$ cat src/rtl/bcd_display_ctrl.sv
// Binary-to-BCD display controller: an iterative shift-add-3 converter with a start/busy/done
// handshake, an auto-retrigger on operand change, and registered active-low seven-segment outputs.
module bcd_display_ctrl #(
  parameter int unsigned BIN_W = 6,
  parameter int unsigned NDIG  = 2
) (
  input  logic                fr_CLOCK_50,
  input  logic                fr_RESET,
  input  logic [BIN_W-1:0]    fr_SW,
  input  logic                fr_START,
  input  logic                fr_AUTO,
  input  logic                fr_BLANK_LZ,
  output logic                to_BUSY,
  output logic                to_DONE,
  output logic [4*NDIG-1:0]   to_BCD,
  output logic [8*NDIG-1:0]   to_HEX
);

  function automatic logic [63:0] pow10(input int unsigned n);
    logic [63:0] r;
    r = 64'd1;
    for (int unsigned i = 0; i < n; i++) r = r * 64'd10;
    return r;
  endfunction

  localparam logic [63:0] MaxBin = (64'd1 << BIN_W) - 64'd1;
  localparam logic [63:0] MaxDec = pow10(NDIG) - 64'd1;

  generate
    if (MaxBin > MaxDec) begin : g_bad_params
      $error("bcd_display_ctrl: NDIG too small to hold the largest BIN_W-bit operand");
    end
  endgenerate

  localparam int unsigned CntW = $clog2(BIN_W + 1);
  localparam int unsigned AccW = 4 * NDIG;

  localparam logic [1:0] StIdle  = 2'd0;
  localparam logic [1:0] StShift = 2'd1;
  localparam logic [1:0] StDone  = 2'd2;

  function automatic logic [7:0] seg_code(input logic [3:0] d);
    case (d)
      4'd0:    seg_code = 8'hC0;
      4'd1:    seg_code = 8'hF9;
      4'd2:    seg_code = 8'hA4;
      4'd3:    seg_code = 8'hB0;
      4'd4:    seg_code = 8'h99;
      4'd5:    seg_code = 8'h92;
      4'd6:    seg_code = 8'h82;
      4'd7:    seg_code = 8'hF8;
      4'd8:    seg_code = 8'h80;
      4'd9:    seg_code = 8'h90;
      default: seg_code = 8'hFF;
    endcase
  endfunction

  // Walk from the top digit down; blanking stops at the first non-zero digit and never hits digit 0.
  function automatic logic [8*NDIG-1:0] encode(input logic [AccW-1:0] bcd, input logic blank_lz);
    logic [8*NDIG-1:0] out;
    logic              lead;
    logic [3:0]        d;
    out  = '1;
    lead = blank_lz;
    for (int i = NDIG - 1; i >= 0; i--) begin
      d = bcd[4*i +: 4];
      if (lead && (i > 0) && (d == 4'd0)) begin
        out[8*i +: 8] = 8'hFF;
      end else begin
        out[8*i +: 8] = seg_code(d);
        lead = 1'b0;
      end
    end
    return out;
  endfunction

  logic [1:0]         state_q, state_d;
  logic [BIN_W-1:0]   sreg_q, sreg_d;
  logic [AccW-1:0]    acc_q, acc_d;
  logic [CntW-1:0]    cnt_q, cnt_d;
  logic [BIN_W-1:0]   last_val_q, last_val_d;
  logic               last_valid_q, last_valid_d;
  logic               busy_q, busy_d;
  logic               done_q, done_d;
  logic [AccW-1:0]    bcd_q, bcd_d;
  logic [8*NDIG-1:0]  hex_q, hex_d;

  logic                  go;
  logic [AccW-1:0]       adj;
  logic [AccW+BIN_W-1:0] shifted;

  assign go = fr_START | (fr_AUTO & (~last_valid_q | (fr_SW != last_val_q)));

  always_comb begin
    adj = acc_q;
    for (int i = 0; i < int'(NDIG); i++) begin
      if (acc_q[4*i +: 4] >= 4'd5) adj[4*i +: 4] = acc_q[4*i +: 4] + 4'd3;
    end
    shifted = {adj, sreg_q} << 1;
  end

  always_comb begin
    state_d      = state_q;
    sreg_d       = sreg_q;
    acc_d        = acc_q;
    cnt_d        = cnt_q;
    last_val_d   = last_val_q;
    last_valid_d = last_valid_q;
    busy_d       = busy_q;
    done_d       = 1'b0;
    bcd_d        = bcd_q;
    hex_d        = hex_q;
    case (state_q)
      StIdle: begin
        if (go) begin
          sreg_d     = fr_SW;
          last_val_d = fr_SW;
          acc_d      = '0;
          cnt_d      = '0;
          busy_d     = 1'b1;
          state_d    = StShift;
        end
      end
      StShift: begin
        {acc_d, sreg_d} = shifted;
        cnt_d           = cnt_q + CntW'(1);
        // Results load from the post-shift value on the same edge that enters DONE.
        if (cnt_q == CntW'(BIN_W - 1)) begin
          state_d      = StDone;
          busy_d       = 1'b0;
          done_d       = 1'b1;
          bcd_d        = shifted[AccW+BIN_W-1 -: AccW];
          hex_d        = encode(shifted[AccW+BIN_W-1 -: AccW], fr_BLANK_LZ);
          last_valid_d = 1'b1;
        end
      end
      StDone:  state_d = StIdle;
      default: state_d = StIdle;
    endcase
  end

  always_ff @(posedge fr_CLOCK_50) begin
    if (fr_RESET) begin
      state_q      <= StIdle;
      sreg_q       <= '0;
      acc_q        <= '0;
      cnt_q        <= '0;
      last_val_q   <= '0;
      last_valid_q <= 1'b0;
      busy_q       <= 1'b0;
      done_q       <= 1'b0;
      bcd_q        <= '0;
      hex_q        <= '1;
    end else begin
      state_q      <= state_d;
      sreg_q       <= sreg_d;
      acc_q        <= acc_d;
      cnt_q        <= cnt_d;
      last_val_q   <= last_val_d;
      last_valid_q <= last_valid_d;
      busy_q       <= busy_d;
      done_q       <= done_d;
      bcd_q        <= bcd_d;
      hex_q        <= hex_d;
    end
  end

  assign to_BUSY = busy_q;
  assign to_DONE = done_q;
  assign to_BCD  = bcd_q;
  assign to_HEX  = hex_q;

endmodule

$ cat config.mk
export PLATFORM = sky130hd
export DESIGN_NAME = bcd_display_ctrl
export DESIGN_NICKNAME = d
export VERILOG_FILES = /design/src/rtl/bcd_display_ctrl.sv
export SDC_FILE = /design/constraint.sdc
export NUM_CORES = 1
export LEC_CHECK = 0
export ABC_AREA = 0
export ABC_CLOCK_PERIOD_IN_PS = 2550
export CORE_MARGIN = 2
export CORE_UTILIZATION = 54
export CTS_CLUSTER_DIAMETER = 200
export DETAILED_ROUTE_END_ITERATION = 8
export PLACE_DENSITY = 0.79
export SLEW_MARGIN = 25
export SYNTH_ARGS = -nofsm -noshare
export SYNTH_HDL_FRONTEND = slang
export SYNTH_SLANG_ARGS = --single-unit
$ cat constraint.sdc
create_clock -name fr_CLOCK_50 -period 2.55 [get_ports fr_CLOCK_50]
set_clock_uncertainty 0.05 [all_clocks]
set_input_delay 0.51 -clock fr_CLOCK_50 [delete_from_list [all_inputs] [get_ports fr_CLOCK_50]]
set_output_delay 0.51 -clock fr_CLOCK_50 [all_outputs]
set_load 0.02 [all_outputs]
# After elaboration in Yosys (flattened, before gate mapping)
# Memory sizes are Yosys's and may differ from the RTL's. A register that Yosys moved wholly into a read port is not among the register bits.
# Cells that the tools add are included.
[word_totals] mem_bits_ro=224 out_inout_bits=26 elab_cells=53 ff_bits=52 inputBits=11 n_memories=2
[op_classes] add_sub_neg=3 eq_ne=5 bitwise=5 muxes=16 reduce_logical=10 magnitude_cmp=2
[mem_list] memory="(name not given)" depth=16 width=7 rd=1 rd_ports_with_merged_regs=0 wr=0 line="43" text="case (d)"
[mem_list] memory="(name not given)" depth=16 width=7 rd=1 rd_ports_with_merged_regs=1 wr=0 line="43"
[op_table] cell="$mux 8" count=2
[op_table] cell="$pmux 8 s2" count=1
[op_table] cell="$pmux 6 s2" count=1
[op_table] cell="$ge 4x3->1 const B" count=2
[op_table] cell="$reduce_and 2->1" count=4
[op_table] cell="$mux 3" count=2
[op_table] cell="$mux 6" count=1
[op_table] cell="$ne 6x6->1" count=1
[op_table] cell="$pmux 3 s2" count=1
[op_table] cell="$add 4x2->4 const B" count=1
[op_table] cell="$logic_not 4->1" count=1
[op_table] cell="$mux 2" count=2
[op_table] cell="$mux 4" count=1
[op_table] cell="$ne 2x2->1 const B" count=2
[op_table] cell="$pmux 2 s2" count=1
[op_table] cell="$add 3x1->3 const B" count=1
[op_table] cell="$add 3x2->3 const B" count=1
[op_table] cell="$eq 3x3->1 const B" count=1
[op_table] cell="$mux 1" count=3
[op_table] cell="$reduce_and 3->1" count=1
[op_table] cell="$eq 2x1->1 const B" count=1
[op_table] cell="$logic_not 2->1" count=1
[op_table] cell="$not 1->1" count=2
[op_table] cell="$or 1x1->1" count=2
[op_table] cell="other kinds (5)" count=5

# Depth between registers and ports, before layout
# Gate-level depths: netlist of the first run.
[logic_depth] depth_word=6 ltp_mapped=11 mapped_depth_nobuf=11

# Least setup slack after synthesis of the first run
# Ideal clock, no wire load.
[synth_path] path_kind="register to register" from="register acc_q[4]" to="register hex_q[11] (netlist: to_HEX[11])" path_stages_with_launch=12 arrival_ps=2062 n_path_buf=0 synth_period_minus_slack_ps=2195 setup_time_ps=83 t_required_ps=2417 path_slack_ps=355 path_cell_list="dfxtp_1 > inv_1 > ha_1 > nand2b_1 > a21oi_1 > xnor2_1 > inv_1 > ha_1 > nand2_1 > o32ai_1 > nor2_1 > o221ai_1"
[synth_via] elab_chain_cells=5 elab_cells_between_ends=7 cone_classes="add/sub: 1; order compare: 1; mux: 2; reduce/logical: 2; memory: 1"
[synth_rtl] item="from (decl)" line="79" text="logic [AccW-1:0] acc_q, acc_d;"
[synth_rtl] item="from (signal assigned)" line="146" text="acc_q <= '0;"
[synth_rtl] item="from (signal assigned)" line="157" text="acc_q <= acc_d;"
[synth_rtl] item="$ge 4x3->1 / $add 3x2->3 (equally long branches)" line="97" text="if (acc_q[4*i +: 4] >= 4'd5) adj[4*i +: 4] = acc_q[4*i +: 4] + 4'd3;"
[synth_rtl] item="$mux 3 (*)" line="97"
[synth_rtl] item="parallel branches: the longest is 2 deep, another holds $mem_v2 16x7"
[synth_rtl] item="$mux 8 (*)" line="67" text="if (lead && (i > 0) && (d == 4'd0)) begin"
[synth_rtl] item="to (signal assigned)" line="153" text="hex_q <= '1;"
[synth_rtl] item="to (signal assigned)" line="164" text="hex_q <= hex_d;"
[synth_rtl] item="to (decl)" line="86" text="logic [8*NDIG-1:0] hex_q, hex_d;"
# Mark *: on every way between the ends.
# A chain may end at the register's enable or synchronous reset.

# Worst setup path in the final report of the first run
[layout_path] from="register acc_q[5]" to="register hex_q[8] (netlist: to_HEX[8])"
# Same word-level chain as after synthesis.

==> flow_metrics.py, run 1 <==
metrics = {
    "power": {
        "leakagePower_nw": 1.22,
        "comb_power_share": 0.112,
        "pwr-share-clk": 0.357,
        "power.share.sequential": 0.531,
        "powerDensity_nw_per_um2": 494,
        "swShare": 0.241,
        "internal-power_mw": 1.17,
        "peakVddDrop_uv": 383,
        "switchingPower_uw": 371,
    },
    "synthesis": {
        "synth_ff_type": "dfxtp_1",
        "synth_area_leaders": "dfxtp_1 (39%), a21oi_1 (7.4%), ha_1 (5.4%)",
        "yosys.area.top_type": "dfxtp_1",
        "ys_seq_elements": 50,
        "synthCells": 313,
        "syn_area_sq_um": 2570,
        "synth-edff-count": 0,
        "yosysTopAreaCellShare": 0.390,
        "syn_avg_cell_area_sq_um": 8.20,
        "synth_warnings": 0,
        "ys_types": 46,
        "yosysSeqAreaShare": 0.390,
        "async_reset_ff_frac": 0,
    },
    "sta": {
        "slew_headroom": 0.522,
        "finalHoldViolCount": 0,
        "drv_slew": 0,
        "tightestPinTransition_ns": 0.716,
        "finalCriticalPeriod_ns": 2.31,
        "fin_crit_sh": 0.908,
        "fin_ws_ns": 0.236,
        "max_freq_mhz": 432,
        "rsz0062_at_grt": "false",
        "fin_setup_tns_ns": 0,
        "setup_viol": 0,
    },
    "routing": {
        "vias_per_cell": 5.61,
        "drtAntennaViolNets": 0,
        "drtIter0Drc": 109,
        "wl_per_cell_microns": 13.6,
        "routed_wirelength_microns": 5460,
        "drt_drc_violations_left": 0,
        "drtPass1Iterations": 7,
        "vias": 2255,
    },
    "floorplan": {
        "core_sq_um": 4660,
        "dieArea_sq_um": 5320,
        "initial_utilization": 0.551,
        "ioPinCount": 37,
        "fp-row-count": 25,
        "die_w_microns": 72.9,
        "die_h_microns": 72.9,
    },
    "cells_and_area": {
        "fill_cells": 398,
        "drive_gt1_frac": 0.0977,
        "regArea_sq_um": 1000,
        "fin_nets": 369,
        "num_antenna_cells": 0,
        "final_cell_mix": "dfxtp_1 (48), a21oi_1 (37), clkdlybuf4s50_1 (34), nor2_1 (29), nand2_1 (26)",
        "final_cells": 402,
        "area.growth.synth_to_final_pct": 21.5,
        "final_common_cell": "dfxtp_1",
        "multi_input_area_sq_um": 1420,
    },
    "placed_design": {
        "hpwl_microns": 3920,
        "place.gp.congestion": 0.902,
        "numPortBuffers": 34,
        "dpl.cell_count": 394,
        "pre_cts_ws_ns": 0.0685,
    },
    "worst_setup_path": {
        "path_buf_inv": 2,
        "crit_path_end_kind": "flip-flop",
        "regToRegSetupSlack_ns": 0.24,
        "regToRegStartpoint": "acc_q[5]",
        "cp-start-kind": "flip-flop",
        "cp.required_ns": 2.73,
        "crit_fanout": 5,
        "path_cells": "inv_1, ha_1, nand2b_1, a21oi_1, xnor2_1, inv_1, ha_1, nand2_1, o32ai_2, nor2_1, o221ai_1",
        "worst_r2r_endpoint": "to_HEX[8]",
        "cpPeakStageDelay_ns": 0.40,
        "crit_family": "compound AO/OA/AOI/OAI gates",
        "critPathKind": "reg2reg",
        "reg2reg_depth": 11,
        "crit_arrival_ns": 2.50,
        "slowest_stage": "dfxtp_1",
    },
    "worst_hold_path": {
        "hold_depth": 2,
        "min_from": "to_BCD[6]",
        "hold_class": "reg2reg",
        "whs_endpoint": "to_BCD[6]",
    },
    "run": {
        "maxCapViolations": 0,
    },
    "clocking": {
        "cts_num_sinks": 50,
        "clock_latency_ns": 0.31,
        "postCtsSetupBuffers": 0,
        "ctsHoldBuffers": 0,
        "tritoncts": "done",
        "path_clk_slew_ns": 0.09,
        "ctsLongestPathBuffers": 2,
        "h-tree-depth": 2,
        "numCtsBuffers": 5,
        "root_buffer": "clkbuf_8",
    },
    "outcome": {
        "status": "complete, no violations",
    },
    "grt": {
        "grt_pass1_wl_microns": 9230,
        "grt_max_degree": 26,
        "antenna_found_initial": 0,
        "grt_util_all_layers": 0.220,
        "grt_pass1_vias": 2065,
        "overflow": 0,
    },
}
## worst max-delay path by stage
stage              from          to  depth (start not counted)
6_report       acc_q[5]   to_HEX[8]                         11
5_1_grt        acc_q[5]  to_HEX[13]                         11
4_1_cts        acc_q[0]   to_HEX[8]                         10
3_5_place_dp   acc_q[0]   to_HEX[8]                         10
3_3_place_gp   acc_q[0]  to_HEX[11]                         10
2_1_floorplan  acc_q[4]  to_HEX[11]                         11
## timing repair
item                                    CTS  global route
hold endpoints to repair                  0             0
endpoints found under the setup margin    0             6
gates resized for setup                   0             5
## registers in the layout (all words and copies together) (netlist names), 2 cells and up
| name | count |
|---|---|
| sreg_q | 6 |
| to_HEX | 14 |
| state_q | 2 |
| cnt_q | 3 |
| last_val_q | 6 |
| acc_q | 8 |
| to_BCD | 8 |
## Yosys cell counts (all sizes together), types with 2 or more instances
cell type and number:
a221o 2, a211o 2, nand2b 4, o41ai 2
or3 2, nor2b 2, inv 19, a31oi 6
a211oi 5, nor2 29, o221ai 4, or2 4
nand3 15, nor3 10, xor2 3, xnor2 6
o21ai 18, clkbuf 12, a311oi 2, o2bb2a 5
ha 11, o211ai 3, a21oi 38, dfxtp 50
buf 9, mux2i 8, nor3b 4, nand2 26
or4 2
## power by group through the flow
stage / combinational [mW] / sequential (mW) / clock [mW]
6_report: 0.172 / 0.817 / 0.550
5_1_grt: 0.188 / 0.821 / 0.589
4_1_cts: 0.172 / 0.817 / 0.566
3_5_place_dp: 0.169 / 0.835 / 0
3_3_place_gp: 0.167 / 0.835 / 0
2_1_floorplan: 0.111 / 0.833 / 0
## worst reg2reg max path, cell delays in order, from the launching register on
cell and delay [ns]:
dfxtp_1 0.40, inv_1 0.09, ha_1 0.20, nand2b_1 0.17, a21oi_1 0.21, xnor2_1 0.11
inv_1 0.08, ha_1 0.16, nand2_1 0.08, o32ai_2 0.34, nor2_1 0.13, o221ai_1 0.21
## cell type report
| class | instances | area share |
|---|---|---|
| repair buffers | 47 | 0.144 |
| multi-input cells | 224 | 0.454 |
| clock inverters | 3 | 0.0128 |
| inverters | 19 | 0.0229 |
| flip-flops and latches | 50 | 0.322 |
| clock buffers | 5 | 0.0221 |
| well taps | 54 | 0.0217 |
## layer usage
metal  track usage  vias to the layer above  wire length [microns]
met2         0.368                       43                   2690
met4        0.0802                        0                     87
met1         0.277                     1041                   2530
met3        0.0511                        9                    162
li1              -                     1162                      -
met5             0                        -                      0
## kinds of logic after synthesis
group / Yosys count / share of synthesized area
AND/OR/NAND/NOR: 102 / 0.192
AO/OA/AOI/OAI: 92 / 0.232
flip-flops: 50 / 0.390
buffers and inverters: 40 / 0.0692
adder cells (fa/ha/maj): 11 / 0.0536
XOR/XNOR: 9 / 0.0307
multiplexers: 8 / 0.0312
other: 1 / 0.00146
## stage by stage
stage	utilization	cell area [sq um]	power [mW]	hold WS, ns
floorplan	-	2570	0.945	0.391
global placement	0.642	2990	1.00	0.394
detailed placement	0.642	2990	1.00	0.398
CTS	0.666	3100	1.56	0.411
global route	0.669	3120	1.60	0.436
finish	0.669	3120	1.54	0.407
Power figures use the tool's default switching activity.
==> run 2: changes to the inputs <==
Settings changed: ABC_CLOCK_PERIOD_IN_PS 2550 to not set, CORE_ASPECT_RATIO set to 2, CORE_MARGIN 2 to not set.
==> run 2 against run 1 <==
Hold slack gained 0.0023 ns. Flip-flop and latch count is the same. Critical path depth is the same. Utilization grew 1.1 points. Fmax is essentially flat. Non-clock buffer count grew 7. Cell count grew 2.0%. Global-route usage grew 0.18 points. Die area shrank 5.1%. Final area grew 0.24%. Count of clock-buffer cells in the layout grew 2. Sequential power is essentially flat.
==> flow_metrics.py, run 2 (same netlist as run 1, synthesis figures left out) <==
metrics = {
    "outcome": {
        "status": "complete, no violations",
    },
    "cells_and_area": {
        "area.growth.synth_to_final_pct": 21.8,
        "largest_reg_flops": 14,
        "num_antenna_cells": 0,
        "final_cell_mix": "dfxtp_1 (50), a21oi_1 (37), clkdlybuf4s50_1 (34), nor2_1 (29), nand2_1 (26)",
        "drive_gt1_frac": 0.104,
        "fill_cells": 387,
        "fin_nets": 376,
        "final_common_cell": "dfxtp_1",
    },
    "routing": {
        "drtIter0Drc": 51,
        "routed_wirelength_microns": 5350,
        "drt_drc_violations_left": 0,
        "wl_per_cell_microns": 13.1,
        "drtPass1Iterations": 4,
        "vias": 2328,
        "drtAntennaViolNets": 0,
        "vias_per_cell": 5.68,
    },
    "sta": {
        "tightestPinTransition_ns": 0.759,
        "fin_crit_sh": 0.908,
        "slew_headroom": 0.494,
        "finalHoldViolCount": 0,
        "max_freq_mhz": 432,
        "finalCriticalPeriod_ns": 2.32,
        "drv_slew": 0,
        "fin_setup_tns_ns": 0,
        "setup_viol": 0,
        "rsz0062_at_grt": "false",
        "timing.hold.ws_ns": 0.410,
    },
    "worst_hold_path": {
        "hold_class": "reg2reg",
        "min_from": "to_BCD[0]",
    },
    "grt": {
        "grt_max_degree": 23,
        "grt_pass1_wl_microns": 8670,
        "grt_pass1_vias": 2057,
        "overflow": 0,
        "grt_util_all_layers": 0.222,
        "antenna_found_initial": 0,
    },
    "worst_setup_path": {
        "cp-startpoint": "acc_q[4]",
        "crit_path_end": "to_HEX[11]",
        "crit_path_end_kind": "flip-flop",
        "worst_r2r_endpoint": "to_HEX[11]",
        "cp-start-kind": "flip-flop",
        "critPathKind": "reg2reg",
        "regToRegStartpoint": "acc_q[4]",
        "crit_arrival_ns": 2.47,
        "cp.required_ns": 2.71,
        "regToRegSetupSlack_ns": 0.23,
        "reg2reg_depth": 11,
        "crit_fanout": 6,
    },
    "power": {
        "powerDensity_nw_per_um2": 465,
        "peakVddDrop_uv": 436,
        "leakagePower_nw": 1.23,
    },
    "placed_design": {
        "numPortBuffers": 34,
        "place.gp.congestion": 0.901,
        "hpwl_microns": 4000,
    },
    "floorplan": {
        "fp-row-count": 35,
        "ioPinCount": 37,
        "dieArea_sq_um": 5050,
        "initial_utilization": 0.558,
        "die_h_microns": 99.5,
        "die_w_microns": 50.7,
        "core_sq_um": 4600,
    },
    "clocking": {
        "ctsLongestPathBuffers": 2,
        "numCtsBuffers": 5,
        "ctsHoldBuffers": 0,
        "cts_num_sinks": 50,
        "tritoncts": "done",
        "root_buffer": "clkbuf_8",
        "h-tree-depth": 2,
        "clock_latency_ns": 0.29,
        "path_clk_slew_ns": 0.09,
    },
    "run": {
        "maxCapViolations": 0,
    },
}
==> run 2: repair_timing <==
item | 4_1_cts | 5_1_grt
buffers inserted | 0 | 0
resized for setup | 0 | 2
setup endpoints to repair | 0 | 5
==> run 2: worst min-delay path by stage <==
stage	to	slack (ns)	cells after the start
global route	to_BCD[0]	0.44	2
floorplan	last_valid_q	0.39	2
detailed placement	to_BCD[0]	0.40	2
finish	to_BCD[0]	0.41	2
CTS	to_BCD[0]	0.41	2
global placement	to_BCD[6]	0.39	2
==> run 2: metrics by stage <==
stage / instance area [sq um] / total power, mW / util / instances / setup slack (ns)
final: 3130 / 1.45 / 0.680 / 410 / 0.235
after floorplan: 2570 / 0.945 / - / 314 / 0.355
after global placement: 3020 / 1.00 / 0.657 / 402 / 0.197
after global routing: 3130 / 1.52 / 0.680 / 410 / 0.0931
after detailed placement: 3020 / 1.00 / 0.657 / 402 / 0.168
after CTS: 3110 / 1.47 / 0.677 / 410 / 0.102
==> run 2: power breakdown <==
part	leakage [nW]	internal, mW	switching [mW]
Combinational	0.776	0.0776	0.0914
Sequential	0.407	0.801	0.0154
Clock	0.0482	0.219	0.248
Total	1.23	1.10	0.355
==> run 2: cell type report <==
| cell class | instances | area, sq um | share of cell area |
|---|---|---|---|
| clock buffers | 7 | 86.3 | 0.0276 |
| clock inverters | 1 | 5.00 | 0.00160 |
| inverters | 19 | 71.3 | 0.0228 |
| multi-input cells | 224 | 1400 | 0.449 |
| flip-flops and latches | 50 | 1000 | 0.320 |
| well taps | 55 | 68.8 | 0.0220 |
| repair buffers | 54 | 490 | 0.157 |
==> run 2: worst max-delay path, stage by stage, from the launching register on <==
cell      delay [ns]
dfxtp_1         0.43
inv_1           0.11
ha_1            0.23
nand2b_1        0.10
a21oi_1         0.08
xnor2_1         0.15
inv_1           0.08
ha_1            0.17
nand2_1         0.10
o32ai_2         0.35
nor2_1          0.14
o221ai_1        0.24
==> run 2: layer usage <==
metal | track usage | share of wire | routed length, microns | up-vias
li1 | - | - | - | 1179
met1 | 0.236 | 0.40 | 2160 | 1084
met2 | 0.405 | 0.55 | 2950 | 55
met3 | 0.0428 | 0.029 | 156 | 10
met4 | 0.100 | 0.017 | 92 | 0
met5 | 0 | 0 | 0 | -
==> run 3: changes to the inputs <==
Settings changed: CORE_UTILIZATION 54 to 50, PLACE_DENSITY 0.79 to 0.74.
==> run 3 against run 2 <==
Combinational power up 2%. Hold slack better by 0.0018 ns. Utilization down 5.0 points. Critical path depth unchanged. Register-to-register slack better by 0.02 ns. Sequential power about the same. Routed wire length up 0.75%. Clock power down 3%. Via count down 1.2%. Flip-flop and latch count unchanged. Cell count down 1.5%.
==> flow_metrics.py, run 3 (same netlist as run 1, synthesis figures left out) <==
metrics = {
    "sta": {
        "finalCriticalPeriod_ns": 2.30,
        "setup_viol": 0,
        "drv_slew": 0,
        "max_freq_mhz": 435,
        "fin_crit_sh": 0.901,
        "tightestPinTransition_ns": 0.697,
        "finalHoldViolCount": 0,
        "timing.hold.ws_ns": 0.412,
        "slew_headroom": 0.536,
        "fin_ws_ns": 0.252,
    },
    "routing": {
        "met2_length_microns": 2930,
        "routed_wirelength_microns": 5390,
        "vias_per_cell": 5.69,
        "vias": 2299,
        "drtIter0Drc": 22,
        "drtPass1Iterations": 5,
        "wl_per_cell_microns": 13.3,
        "met1Wirelength_microns": 2110,
        "topRoutingLayerUsed": "met4",
        "drtAntennaViolNets": 0,
        "wl_met3_microns": 184,
        "drt_drc_violations_left": 0,
    },
    "worst_setup_path": {
        "reg2reg_depth": 11,
        "regToRegStartpoint": "acc_q[4]",
        "cp.required_ns": 2.73,
        "regToRegSetupSlack_ns": 0.25,
        "cp-start-kind": "flip-flop",
        "worst_r2r_endpoint": "to_HEX[11]",
        "crit_arrival_ns": 2.48,
        "crit_path_end_kind": "flip-flop",
        "crit_fanout": 7,
        "critPathKind": "reg2reg",
    },
    "cells_and_area": {
        "design_area_sq_um": 3090,
        "largest_reg_flops": 14,
        "final_common_cell": "dfxtp_1",
        "drive_gt1_frac": 0.0893,
        "fin_nets": 369,
        "num_antenna_cells": 0,
        "final_cell_mix": "dfxtp_1 (48), a21oi_1 (38), clkdlybuf4s50_1 (34), nor2_1 (29), nand2_1 (26)",
        "area.growth.synth_to_final_pct": 20.4,
        "fill_cells": 448,
    },
    "floorplan": {
        "core_sq_um": 4910,
        "dieArea_sq_um": 5440,
        "die_h_microns": 103,
        "die_w_microns": 52.7,
        "initial_utilization": 0.523,
        "ioPinCount": 37,
        "fp-row-count": 36,
    },
    "power": {
        "leakagePower_nw": 1.20,
        "power.total_mw": 1.44,
        "peakVddDrop_uv": 407,
        "powerDensity_nw_per_um2": 467,
    },
    "clocking": {
        "path_clk_slew_ns": 0.09,
        "ctsHoldBuffers": 0,
        "cts_num_sinks": 50,
        "numCtsBuffers": 5,
        "root_buffer": "clkbuf_8",
        "clock_latency_ns": 0.31,
        "tritoncts": "done",
        "ctsLongestPathBuffers": 2,
        "h-tree-depth": 2,
    },
    "worst_hold_path": {
        "hold_depth": 2,
        "min_from": "to_BCD[1]",
        "whs_endpoint": "to_BCD[1]",
        "hold_class": "reg2reg",
    },
    "placed_design": {
        "numPortBuffers": 34,
        "hpwl_microns": 4030,
        "postPlaceCellArea_sq_um": 3000,
        "place.gp.congestion": 0.873,
        "pre_cts_ws_ns": 0.112,
    },
    "outcome": {
        "status": "complete, no violations",
    },
    "grt": {
        "overflow": 0,
        "antenna_found_initial": 0,
        "grt_pass1_vias": 2192,
        "grt_util_all_layers": 0.225,
        "grt_max_degree": 27,
        "grt_pass1_wl_microns": 9310,
    },
    "run": {
        "maxCapViolations": 0,
    },
}
[run 3: changes by cell type in the layout (fill, tap and decap cells not counted), sizes merged]
cell	change
buf	-7
clkinv	-1
clkbuf	-2
clkinvlp	+2
[run 3: what timing repair did]
| item | 4_1_cts | 5_1_grt |
|---|---|---|
| gates resized for setup | 0 | 3 |
| setup endpoints to repair | 0 | 6 |
| buffers inserted | 0 | 0 |
[run 3: worst max path at each step]
stage | startpoint | endpoint | slack [ns] | cells after the start
6_report | acc_q[4] | to_HEX[11] | 0.25 | 11
5_1_grt | acc_q[4] | to_HEX[14] | -0.02 | 11
4_1_cts | acc_q[4] | to_HEX[11] | 0.09 | 11
3_5_place_dp | acc_q[4] | to_HEX[11] | 0.11 | 11
3_3_place_gp | acc_q[4] | to_HEX[11] | 0.16 | 11
2_1_floorplan | acc_q[4] | to_HEX[11] | 0.36 | 11
[run 3: worst max-delay path: stages, from the launching register on]
cell      delay, ns
dfxtp_2        0.36
inv_1          0.10
ha_1           0.28
nand2b_1       0.11
a21oi_1        0.18
xnor2_1        0.10
inv_1          0.10
ha_1           0.18
nand2_1        0.09
o32ai_2        0.33
nor2_1         0.14
o221ai_1       0.21
[run 3: metrics by stage]
| stage | util | setup TNS, ns | std cells |
|---|---|---|---|
| finish | 0.629 | 0 | 404 |
| global route | 0.629 | -0.0162 | 404 |
| CTS | 0.627 | 0 | 404 |
| detailed placement | 0.610 | 0 | 397 |
| global placement | 0.610 | 0 | 397 |
| floorplan | - | 0 | 314 |
[run 3: cell type report]
class,count,area [sq um],share of cell area
Multi-Input combinational cell,224,1410,0.456
Sequential cell,50,1000,0.325
Timing Repair Buffer,47,450,0.146
Inverter,19,71.3,0.0231
Tap cell,57,71.3,0.0231
Clock buffer,5,68.8,0.0223
Clock inverter,2,15.0,0.00486
[run 3: per-layer routing]
layer  track usage  vias to the layer above
li1              -                     1154
met1         0.232                     1057
met2         0.407                       72
met3        0.0365                       16
met4         0.138                        0
met5             0                        -
[run 3: power by group]
part	internal, mW	switching [mW]	leakage [nW]
logic	0.0779	0.0953	0.754
registers	0.801	0.0159	0.408
clock network	0.188	0.264	0.0362
